**src/rtl/cpu_pkg.sv**
```systemverilog
// Shared opcode encodings and sequencer state type for the 9-bit,
// 3-bit-opcode CPU.
package cpu_pkg;

  localparam logic [2:0] OP_ADD = 3'b000;
  localparam logic [2:0] OP_SUB = 3'b001;
  localparam logic [2:0] OP_AND = 3'b010;
  localparam logic [2:0] OP_LD  = 3'b011;
  localparam logic [2:0] OP_ST  = 3'b100;
  localparam logic [2:0] OP_MOV = 3'b101;
  localparam logic [2:0] OP_BNE = 3'b110;
  localparam logic [2:0] OP_SET = 3'b111;

  typedef enum logic [2:0] {
    IDLE,
    FETCH,
    DECODE,
    EXEC,
    MEMWAIT,
    DONE
  } seq_state_t;

endpackage

```
**src/rtl/instr_sequencer.sv**
```systemverilog
// Multi-cycle instruction sequencer: owns pc/ir, steps FETCH/DECODE/EXEC(/MEMWAIT),
// gates register/memory writes with commit pulses and resolves the next pc.
//
// state   | meaning
// IDLE    | waiting for start
// FETCH   | imem_addr = pc presented to instruction memory
// DECODE  | instruction data captured into ir
// EXEC    | opcode valid; commit pulse; resolve next pc (except load)
// MEMWAIT | load data valid; register commit; resolve next pc
// DONE    | run complete; waits for start to drop
module instr_sequencer
  import cpu_pkg::*;
#(
  parameter int PC_W    = 10,
  parameter int INSTR_W = 9,
  parameter int OP_W    = 3,
  parameter int CNT_W   = 16
) (
  input  logic               clk,
  input  logic               reset_n,
  input  logic               start,
  input  logic [PC_W-1:0]    prog_len,
  output logic [PC_W-1:0]    imem_addr,
  input  logic [INSTR_W-1:0] imem_rdata,
  input  logic               branch_taken,
  input  logic [PC_W-1:0]    branch_target,
  output logic [PC_W-1:0]    pc,
  output logic [INSTR_W-1:0] ir,
  output logic [OP_W-1:0]    opcode,
  output logic               reg_commit,
  output logic               mem_commit,
  output logic               busy,
  output logic               done,
  output logic [CNT_W-1:0]   retired
);

  seq_state_t      state;
  logic [OP_W-1:0] fetched_op;
  logic [PC_W-1:0] npc;

  assign imem_addr  = pc;
  assign opcode     = ir[INSTR_W-1 -: OP_W];
  assign fetched_op = imem_rdata[INSTR_W-1 -: OP_W];
  assign npc        = (opcode == OP_W'(OP_BNE) && branch_taken) ? branch_target
                                                               : pc + PC_W'(1);

  always_ff @(posedge clk or negedge reset_n) begin
    if (!reset_n) begin
      state      <= IDLE;
      pc         <= '0;
      ir         <= '0;
      retired    <= '0;
      reg_commit <= 1'b0;
      mem_commit <= 1'b0;
      busy       <= 1'b0;
      done       <= 1'b0;
    end else begin
      reg_commit <= 1'b0;
      mem_commit <= 1'b0;
      case (state)
        IDLE: begin
          if (start) begin
            if (prog_len == '0) begin
              state <= DONE;
              done  <= 1'b1;
            end else begin
              pc      <= '0;
              retired <= '0;
              state   <= FETCH;
              busy    <= 1'b1;
            end
          end
        end
        FETCH: state <= DECODE;
        DECODE: begin
          // Commits are registered here so they are high for exactly the EXEC cycle.
          ir         <= imem_rdata;
          state      <= EXEC;
          mem_commit <= (fetched_op == OP_W'(OP_ST));
          reg_commit <= !(fetched_op == OP_W'(OP_LD) || fetched_op == OP_W'(OP_ST) ||
                          fetched_op == OP_W'(OP_BNE));
        end
        EXEC, MEMWAIT: begin
          if (state == EXEC && opcode == OP_W'(OP_LD)) begin
            state      <= MEMWAIT;
            reg_commit <= 1'b1;
          end else begin
            pc      <= npc;
            retired <= (retired == '1) ? retired : retired + CNT_W'(1);
            if (npc >= prog_len) begin
              state <= DONE;
              busy  <= 1'b0;
              done  <= 1'b1;
            end else begin
              state <= FETCH;
            end
          end
        end
        DONE: begin
          if (!start) begin
            state <= IDLE;
            done  <= 1'b0;
          end
        end
        default: begin
          state <= IDLE;
          busy  <= 1'b0;
          done  <= 1'b0;
        end
      endcase
    end
  end

endmodule
```
**config.mk**
```make
export PLATFORM = sky130hd
export DESIGN_NAME = instr_sequencer
export DESIGN_NICKNAME = d
export VERILOG_FILES = /design/src/rtl/cpu_pkg.sv /design/src/rtl/instr_sequencer.sv
export SDC_FILE = /design/constraint.sdc
export NUM_CORES = 1
export LEC_CHECK = 0
export BUFFER_PORTS_ARGS = -buffer_cell sky130_fd_sc_hd__buf_4
export CAP_MARGIN = 20
export CORE_MARGIN = 5
export CORE_UTILIZATION = 46
export DETAILED_ROUTE_END_ITERATION = 16
export PLACE_DENSITY = 0.76
export SLEW_MARGIN = 15
export SYNTH_ARGS = -nofsm -noshare
export SYNTH_HDL_FRONTEND = slang
export SYNTH_SLANG_ARGS = --single-unit
```
**constraint.sdc**
```tcl
create_clock -name clk -period 2.6 [get_ports clk]
set_input_delay 0.13 -clock clk [delete_from_list [all_inputs] [get_ports clk]]
set_output_delay 0.13 -clock clk [all_outputs]
set_load 0.1 [all_outputs]
```
Yosys cells after proc, flatten, opt, wreduce, memory -nomap -nowiden

Cells that the tools add are included.

Register bits after elaboration: 42
Output and inout bits: 52
Logic and storage cells: 77

Eq/ne operators: 18
Magnitude comparators: 1
Multiplexer cells: 30
Add/sub/neg operators: 2
Bitwise gates (word level): 2
Reductions and logical operators: 16

Operators by type and width:

| kind                  | number |
|---|---|
| $mux 16               | 4 |
| $mux 10               | 4 |
| $pmux 16 s2           | 1 |
| $pmux 10 s2           | 1 |
| $add 16x1->16 const B | 1 |
| $eq 16x16->1 const B  | 1 |
| $eq 3x3->1 const B    | 5 |
| $mux 3                | 5 |
| $pmux 3 s5            | 1 |
| $ne 2x2->1 const B    | 7 |
| $eq 3x2->1 const B    | 4 |
| $mux 1                | 11 |
| $add 10x1->10 const B | 1 |
| $ge 10x10->1          | 1 |
| $logic_not 10->1      | 1 |
| $reduce_and 5->1      | 2 |
| $reduce_and 6->1      | 1 |
| $pmux 1 s4            | 1 |
| $reduce_and 4->1      | 1 |
| $reduce_or 2->1       | 2 |
| $eq 3x1->1 const B    | 1 |
| $logic_not 3->1       | 1 |
| $pmux 1 s3            | 1 |
| $reduce_or 3->1       | 1 |
| other kinds (7)       | 10 |

Longest topological paths before layout

Gate-level depths: netlist of run 1.

Word-level depth: 7
Depth in mapped cells: 12

Worst setup path after synthesis of run 1

OpenSTA, ideal clock, no wires.

Path type: reg-to-reg
Start point: register ir[7]
End point: register done
Arrival: 3.275 ns
Stages on the path, launching flop included: 12
Path slack: -0.801 ns
Path buffers: 1
Cells stage by stage: dfrtp_1 nand4b_1 clkbuf_1 nand2_1 o21ai_0 ha_1 nand2b_1 a21oi_1 o21bai_1 a211oi_1 a2111oi_0 a221o_1

Word-level cells in the longest chain between the ends: 6

Ends and longest elaborated chain:

| item                         | RTL line               | text |
|---|---|---|
| start, declared              | instr_sequencer.sv:28  | `output logic [INSTR_W-1:0] ir,` |
| start signal, assigned       | instr_sequencer.sv:77  | `ir <= imem_rdata;` |
| $eq 3x3->1                   | instr_sequencer.sv:44  | `assign npc = (opcode == OP_W'(OP_BNE) && branch_taken) ? branch_target` |
| $logic_and 1x1->1            | instr_sequencer.sv:44  |  |
| $mux 10                      | instr_sequencer.sv:44  |  |
| $ge 10x10->1                 | instr_sequencer.sv:90  | `if (npc >= prog_len) begin` |
| $ne 2x2->1 (no line)         | --                     |  |
| $reduce_and 6->1 (no line) * | --                     |  |
| end signal, assigned         | instr_sequencer.sv:56  | `done <= 1'b0;` |
| end signal, assigned         | instr_sequencer.sv:93  | `done <= 1'b1;` |
| end signal, assigned         | instr_sequencer.sv:102 | `done <= 1'b0;` |
| end, declared                | instr_sequencer.sv:33  | `output logic done,` |

Every way passes the cells marked *; elsewhere a longest branch is shown, timed or not.
A chain may end at the register's enable or synchronous reset.

Final worst setup path of run 1

Start point: register pc[1] (netlist: imem_addr[1])
End point: register done

Word-level cells in the longest chain between the ends: 5

Ends and longest elaborated chain:

| item                       | RTL line              | text |
|---|---|---|
| start, declared            | instr_sequencer.sv:27 | `output logic [PC_W-1:0] pc,` |
| start signal, assigned     | instr_sequencer.sv:88 | `pc <= npc;` |
| $add 10x1->10              | instr_sequencer.sv:45 | `: pc + PC_W'(1);` |
| $mux 10                    | instr_sequencer.sv:44 |  |
| $ge 10x10->1               | instr_sequencer.sv:90 |  |
| $ne 2x2->1 (no line)       | --                    |  |
| $reduce_and 6->1 (no line) | --                    |  |

Every way passes these cells.

==> results of run 1 <==
## power by group through the flow
| stage | clock network, mW | registers, mW | logic (mW) |
|---|---|---|---|
| after detailed placement | 0 | 1.03 | 2.93 |
| after floorplan | 0 | 1.97 | 1.37 |
| after global placement | 0 | 1.02 | 2.88 |
| after CTS | 0.656 | 1.02 | 3.08 |
| final | 0.653 | 1.03 | 3.33 |
| after global routing | 0.693 | 1.05 | 3.51 |
## cell usage after synthesis, types with 3 or more instances
| master | count |
|---|---|
| nand2_1 | 18 |
| a22o_1 | 7 |
| and4_1 | 4 |
| nor2_1 | 27 |
| nor3_1 | 3 |
| nand3_1 | 13 |
| o21ai_0 | 21 |
| clkbuf_1 | 3 |
| nand2b_1 | 6 |
| nand4_1 | 4 |
| a21oi_1 | 18 |
| mux2_2 | 9 |
| xnor2_1 | 6 |
| o31ai_1 | 4 |
| nor2b_1 | 3 |
| nor4_1 | 3 |
| and3b_1 | 3 |
| dfrtp_1 | 42 |
| buf_4 | 14 |
| a31oi_1 | 4 |
| xor2_1 | 3 |
| buf_2 | 3 |
| inv_1 | 17 |
| o31ai_2 | 5 |
| o21ai_1 | 7 |
| ha_1 | 12 |
| and3_1 | 5 |
## final timing paths
kind,to,slack (ns),depth (start not counted)
max,done$_DFFE_PN0P_,-0.06,12
min,ir[0]$_DFFE_PN0P_,0.06,2
max reg2reg,done$_DFFE_PN0P_,-0.06,12
min reg2reg,ir[0]$_DFFE_PN0P_,0.52,1
max in group asynchronous,ir[6]$_DFFE_PN0P_,1.80,2
min in group asynchronous,imem_addr[9]$_DFFE_PN0P_,0.36,2
## cells by family after synthesis
| logic type | share of synthesized area, % |
|---|---|
| simple gates | 19.04 |
| compound gates | 19.98 |
| flops | 39.49 |
| buf+inv | 8.321 |
| fa+ha+maj | 6.018 |
| mux | 4.184 |
| xor+xnor | 2.962 |
## layout make-up
type / count / area share (%)
Multi-Input combinational cell: 208 / 42.58
Sequential cell: 42 / 27.61
Timing Repair Buffer: 111 / 22.36
Tap cell: 72 / 2.264
Clock buffer: 6 / 2.075
Inverter: 17 / 1.604
Clock inverter: 2 / 1.509
## routing by layer
layer	GRT usage [%]	vias to the layer above
li1	-	1223
met1	27.60	1307
met2	35.39	111
met3	7.012	18
met4	5.468	0
met5	0	-
## per-stage QoR
step	setup WS, ns	TNS (ns)
final	-0.05981	-0.06360
after global routing	-0.1775	-0.2889
after CTS	0.004911	0
after detailed placement	-0.09063	-0.1219
after global placement	0.02555	0
after floorplan	-0.1828	-0.2284
## worst reg2reg max path, cell delays in order (launching register included)
cell,delay (ns)
dfrtp_4,0.45
nand2_1,0.12
nor2_2,0.13
nand3_1,0.15
xor2_2,0.20
a21oi_4,0.20
ha_4,0.23
and4_4,0.21
nand2_1,0.09
a21oi_2,0.05
a211oi_4,0.33
nor2_1,0.10
a221o_1,0.30
## registers in the layout, indices dropped and copies added, names as in the netlist
name        flops
retired        16
imem_addr      10
ir              9
state           3
busy            1
done            1
mem_commit      1
reg_commit      1
## what timing repair did
item / CTS / global route
cloned: 2 / 1
setup buffers: 3 / 3
endpoints found under the hold margin: 42 / 0
pin swaps: 4 / 20
hold buffers: 1 / 0
gates resized for setup: 18 / 37
setup endpoints to repair: 2 / 3
==> run_results.csv, run 1 <==
group,metric,value,unit
yosys,ys_async_sr_fraction,100.0,%
yosys,synth-warning-count,0,
detailed_routing,detail-route-antenna-nets,0,
floorplan,core_area,5574,um^2
yosys,ys_ff_latch,42,
finish,drive_above_1_share,49.48,%
yosys,synth_enable_flop_cells,0,
finish,area_growth,49.51,%
clock_tree,cts_buffers,5,
detailed_routing,routed.top_layer,"met4",
yosys,ys_seq_area_share,39.49,%
status,status,"finished with violations",
grt,grt_start_max_net_pins,43,
clock_tree,cts.clk_slew.worst_paths,0.09,ns
critical_path,worst-path-buf-inv,0,
power,ir_drop,1194,uV
worst_hold_path,worstHoldPathType,"in -> reg",
placement,io_buffers,84,
grt,grt_pass1_wl,12790,um
timing,skew,0.005573,ns
detailed_routing,wirelength,8425,um
yosys,netlist_instances,290,
timing,tightest_slew,0.6569,ns
yosys,netlist.area_leader.share,39.49,%
yosys,synth_area,2661,um^2
detailed_routing,vias,2659,
yosys,synth_ff_type,"dfrtp_1",
finish,final_core_util,71.38,%
clock_tree,cts-root-buf,"clkbuf_8",
finish,layout_common_cells,"buf_4, dfrtp_1, o21ai_0, nor2_1",
floorplan,die_height,86.06,um
grt,gr-usage-all-layers,21.63,%
detailed_routing,route.detailed.drc,0,
critical_path,cp_max_fo,4,
clock_tree,htree_levels,2,
power,p_seq_share,20.5,%
power,internal_power,2.256,mW
detailed_routing,wl_met3,648,um
floorplan,ios,85,
finish,stdcell_count,458,
grt,gr-total-overflow,0,
timing,whs,0.05855,ns
floorplan,die_w,86.06,um
detailed_routing,drt_iter0_markers,134,
finish,antenna_cells,0,
critical_path,cp-startpoint,"imem_addr[1]$_DFFE_PN0P_",
placement,place_hpwl,5329,um
timing,slew_headroom,56.20,%
placement,routabilityCongestion,0.8440,
power,p_total,5.014,mW
timing,max_freq,0.3760,GHz
finish,multi_input_area,1694,um^2
placement,placedInstanceArea,3432,um^2
timing,finalSetupViolCount,2,
power,sw_frac_of_total,55.00,%
timing,slew_violations,0,
finish,layout_commonest_cell,"buf_4",
timing,period_share,102.3,%
clock_tree,worstSkewPairLatency,0.30,ns
power,pwr-share-comb,66.5,%
timing,worst_slack,-0.05981,ns
floorplan,rows,27,
detailed_routing,wl_met1,3421,um
detailed_routing,drt_first_pass_iters,4,
finish,finalNetCount,430,
finish,design_area,3979,um^2
power,clockPowerShare,13.0,%
yosys,ys_types,48,
floorplan,die_area,7406,um^2
timing,rsz0062_at_grt,"true",
placement,place_inst,441,
detailed_routing,route.met2.wl,4144,um
critical_path,slowest_stage,"dfrtp_4",
clock_tree,cts_buffer_depth,2,
grt,grt_pass1_vias,2606,
timing,hold_viol,0,
detailed_routing,via_per_inst,5.806,
clock_tree,clkSinkCount,42,
critical_path,crit_arrival,2.85,ns
critical_path,r2r-start,"imem_addr[1]$_DFFE_PN0P_",
timing,period_minus_slack,2.660,ns
critical_path,slowest_delay,0.45,ns
yosys,synth_top_cell_by_area,"dfrtp_1",
floorplan,start_util,47.74,%
run,drv_cap,0,
power,p_leak,1.792,nW
detailed_routing,wl_per_cell,18.40,um
critical_path,cp-start-kind,"flop",
critical_path,crit_top_cell,"nand2_1",
yosys,syn_nets,335,
yosys,synthTopCellsByArea,"dfrtp_1, ha_1, buf_4",
power,power_switching,2.758,mW
status,violations,"setup timing",
critical_path,path_cells,"nand2_1 > nor2_2 > nand3_1 > xor2_2 > a21oi_4 > ha_4 > and4_4 > nand2_1 > a21oi_2 > a211oi_4 > nor2_1 > a221o_1",
critical_path,crit_family,"compound AO/OA/AOI/OAI gates",
clock_tree,cts_tree,"done",
critical_path,crit_type,"reg -> reg",
grt,antenna_found_initial,0,
yosys,syn_avg_cell_area,9.177,um^2
power,p_per_area,1260,nW/um^2
finish,register_area,1099,um^2
worst_hold_path,hp-start,"imem_rdata[0]",
critical_path,end_kind,"flop",
critical_path,crit_required,2.79,ns
finish,num-fill-cells,420,
(Power assumes the default switching activity.)
==> inputs of run 2 (changes only) <==
PLACE_DENSITY = 0.74   (was 0.76)
==> run 2 against run 1 <==
Against the previous run: the run still ends with setup timing left; first-iteration DRC count is 2.2% higher; die area stayed put; non-clock buffer count is 7 lower; utilization is 5.2 points lower; setup slack worse by 0.0041 ns; cell count is 1.5% lower; sequential cell count stayed put; total power is 10% lower; via count is 3.5% lower; sequential share of layout area is 2.2 points higher; sequential power hardly changed; cell area is 7.3% lower; largest power group unchanged; highest routed layer unchanged.
==> run_results.csv, run 2 (synthesis results as in run 1) <==
group,metric,value,unit
timing,skew,0.01433,ns
grt,antenna_found_initial,0,
timing,worst_slack,-0.06395,ns
detailed_routing,detail-route-antenna-nets,0,
clock_tree,cts_tree,"done",
timing,rsz0062_at_grt,"true",
run,drv_cap,0,
finish,finalNetCount,423,
power,p_per_area,1223,nW/um^2
clock_tree,worstSkewPairLatency,0.30,ns
timing,finalSetupViolCount,2,
power,p_total,4.512,mW
critical_path,rr_worst_depth,12,
grt,gr-total-overflow,0,
clock_tree,htree_levels,2,
clock_tree,cts_buffers,5,
grt,grt_pass1_vias,2519,
timing,max_freq,0.3754,GHz
detailed_routing,route.detailed.drc,0,
finish,layout_commonest_cell,"buf_4",
timing,slew_violations,0,
timing,period_share,102.5,%
critical_path,end_kind,"flop",
detailed_routing,via_per_inst,5.690,
detailed_routing,routed.top_layer,"met4",
critical_path,crit_type,"reg -> reg",
critical_path,cp-start-kind,"flop",
finish,design_area,3689,um^2
floorplan,core_area,5574,um^2
critical_path,crit_arrival,2.86,ns
worst_hold_path,worstHoldPathType,"in -> reg",
grt,gr-usage-all-layers,19.41,%
critical_path,cp_max_fo,4,
detailed_routing,wirelength,7395,um
clock_tree,cts_buffer_depth,2,
timing,period_minus_slack,2.664,ns
finish,area_growth,38.60,%
grt,grt_pass1_wl,11740,um
critical_path,crit_required,2.80,ns
status,violations,"setup timing",
critical_path,rrSetupSlack,-0.06,ns
detailed_routing,drt_iter0_markers,137,
power,ir_drop,1098,uV
clock_tree,cts.clk_slew.worst_paths,0.09,ns
critical_path,slowest_delay,0.45,ns
floorplan,die_w,86.06,um
critical_path,crit_top_cell,"ha_4",
critical_path,slowest_stage,"dfrtp_4",
floorplan,die_height,86.06,um
finish,antenna_cells,0,
clock_tree,cts-root-buf,"clkbuf_8",
critical_path,reg2reg_to,"done$_DFFE_PN0P_",
floorplan,ios,85,
timing,slew_headroom,62.61,%
clock_tree,clkSinkCount,42,
critical_path,cp-startpoint,"imem_addr[0]$_DFFE_PN0P_",
finish,layout_common_cells,"buf_4, dfrtp_1, nor2_1, o21ai_0, inv_1",
detailed_routing,route.met2.wl,3607,um
detailed_routing,drt_first_pass_iters,4,
detailed_routing,wl_per_cell,16.40,um
timing,tightest_slew,0.5608,ns
placement,routabilityCongestion,0.8698,
floorplan,start_util,47.74,%
floorplan,rows,27,
placement,io_buffers,84,
critical_path,r2r-start,"imem_addr[0]$_DFFE_PN0P_",
detailed_routing,wl_met3,623,um
detailed_routing,wl_met1,3054,um
finish,drive_above_1_share,44.06,%
finish,regMostFlops,"retired",
power,p_leak,1.705,nW
status,status,"finished with violations",
timing,hold_viol,0,
floorplan,die_area,7406,um^2
placement,place_hpwl,5160,um
critical_path,endpoint,"done$_DFFE_PN0P_",
finish,final_core_util,66.17,%
detailed_routing,vias,2566,
finish,largest_reg_flops,16,
critical_path,path_cells,"ha_4 > nand4_1 > nor2_1 > xnor2_2 > a21oi_4 > ha_4 > and4_4 > nand2_2 > a21oi_1 > a211oi_2 > a2111oi_2 > a221o_1",
placement,placedInstanceArea,3417,um^2
grt,grt_start_max_net_pins,43,
timing,tns,-0.09791,ns
-- run 2: repair_timing --
item | CTS | global route
endpoints found under the setup margin | 1 | 2
buffers inserted | 0 | 1
pin swaps | 3 | 15
gates cloned | 0 | 2
hold endpoints to repair | 42 | 0
gates resized for setup | 1 | 26
hold buffers | 1 | 0
-- run 2: final cells by class --
class / instances / area (um^2)
tap: 72 / 90.09
fill: 476 / 1886
sequential: 42 / 1099
clock inverter: 2 / 13.76
clock buffer: 6 / 72.57
timing repair buffer: 104 / 817.0
multi-input combinational: 208 / 1533
inverter: 17 / 63.81
-- run 2: stage by stage --
stage / worst slack [ns] / hold WS (ns) / std cells
after floorplan: -0.1828 / -0.1656 / 290
after global placement: 0.03603 / 0.1575 / 439
after detailed placement: -0.07343 / 0.1563 / 439
after CTS: 0.007449 / 0.04979 / 448
after global routing: -0.1843 / 0.05089 / 451
final: -0.06395 / 0.05945 / 451
-- run 2: layer usage --
metal,GRT usage (%),up-vias
li1,-,1216
met1,24.79,1229
met2,31.39,110
met3,5.764,11
met4,6.331,0
met5,0,-
-- run 2: worst min-delay path by stage --
| stage | from | to | slack [ns] | depth (start not counted) |
|---|---|---|---|---|
| 2_1_floorplan | reset_n | busy$_DFFE_PN0P_ | -0.17 | 0 |
| 3_3_place_gp | reset_n | state[0]$_DFFE_PN0P_ | 0.16 | 1 |
| 3_5_place_dp | reset_n | state[0]$_DFFE_PN0P_ | 0.16 | 1 |
| 4_1_cts | imem_rdata[3] | ir[3]$_DFFE_PN0P_ | 0.05 | 2 |
| 5_1_grt | imem_rdata[0] | ir[0]$_DFFE_PN0P_ | 0.05 | 2 |
| 6_report | imem_rdata[3] | ir[3]$_DFFE_PN0P_ | 0.06 | 2 |
-- run 2: critical path, delay by kind of cell, from the launching register on --
family | cells | cell delay, ns
AOI/OAI and AO/OA | 5 | 0.99
DFF | 1 | 0.45
and+or+nand+nor | 4 | 0.62
adders and majority gates | 2 | 0.38
xor gates and xnor gates | 1 | 0.13
-- run 2: where the power goes --
part           total (mW)  internal, mW  switching, mW
sequential           1.02         0.846          0.175
combinational        3.06         0.857           2.20
clock               0.430         0.190          0.240
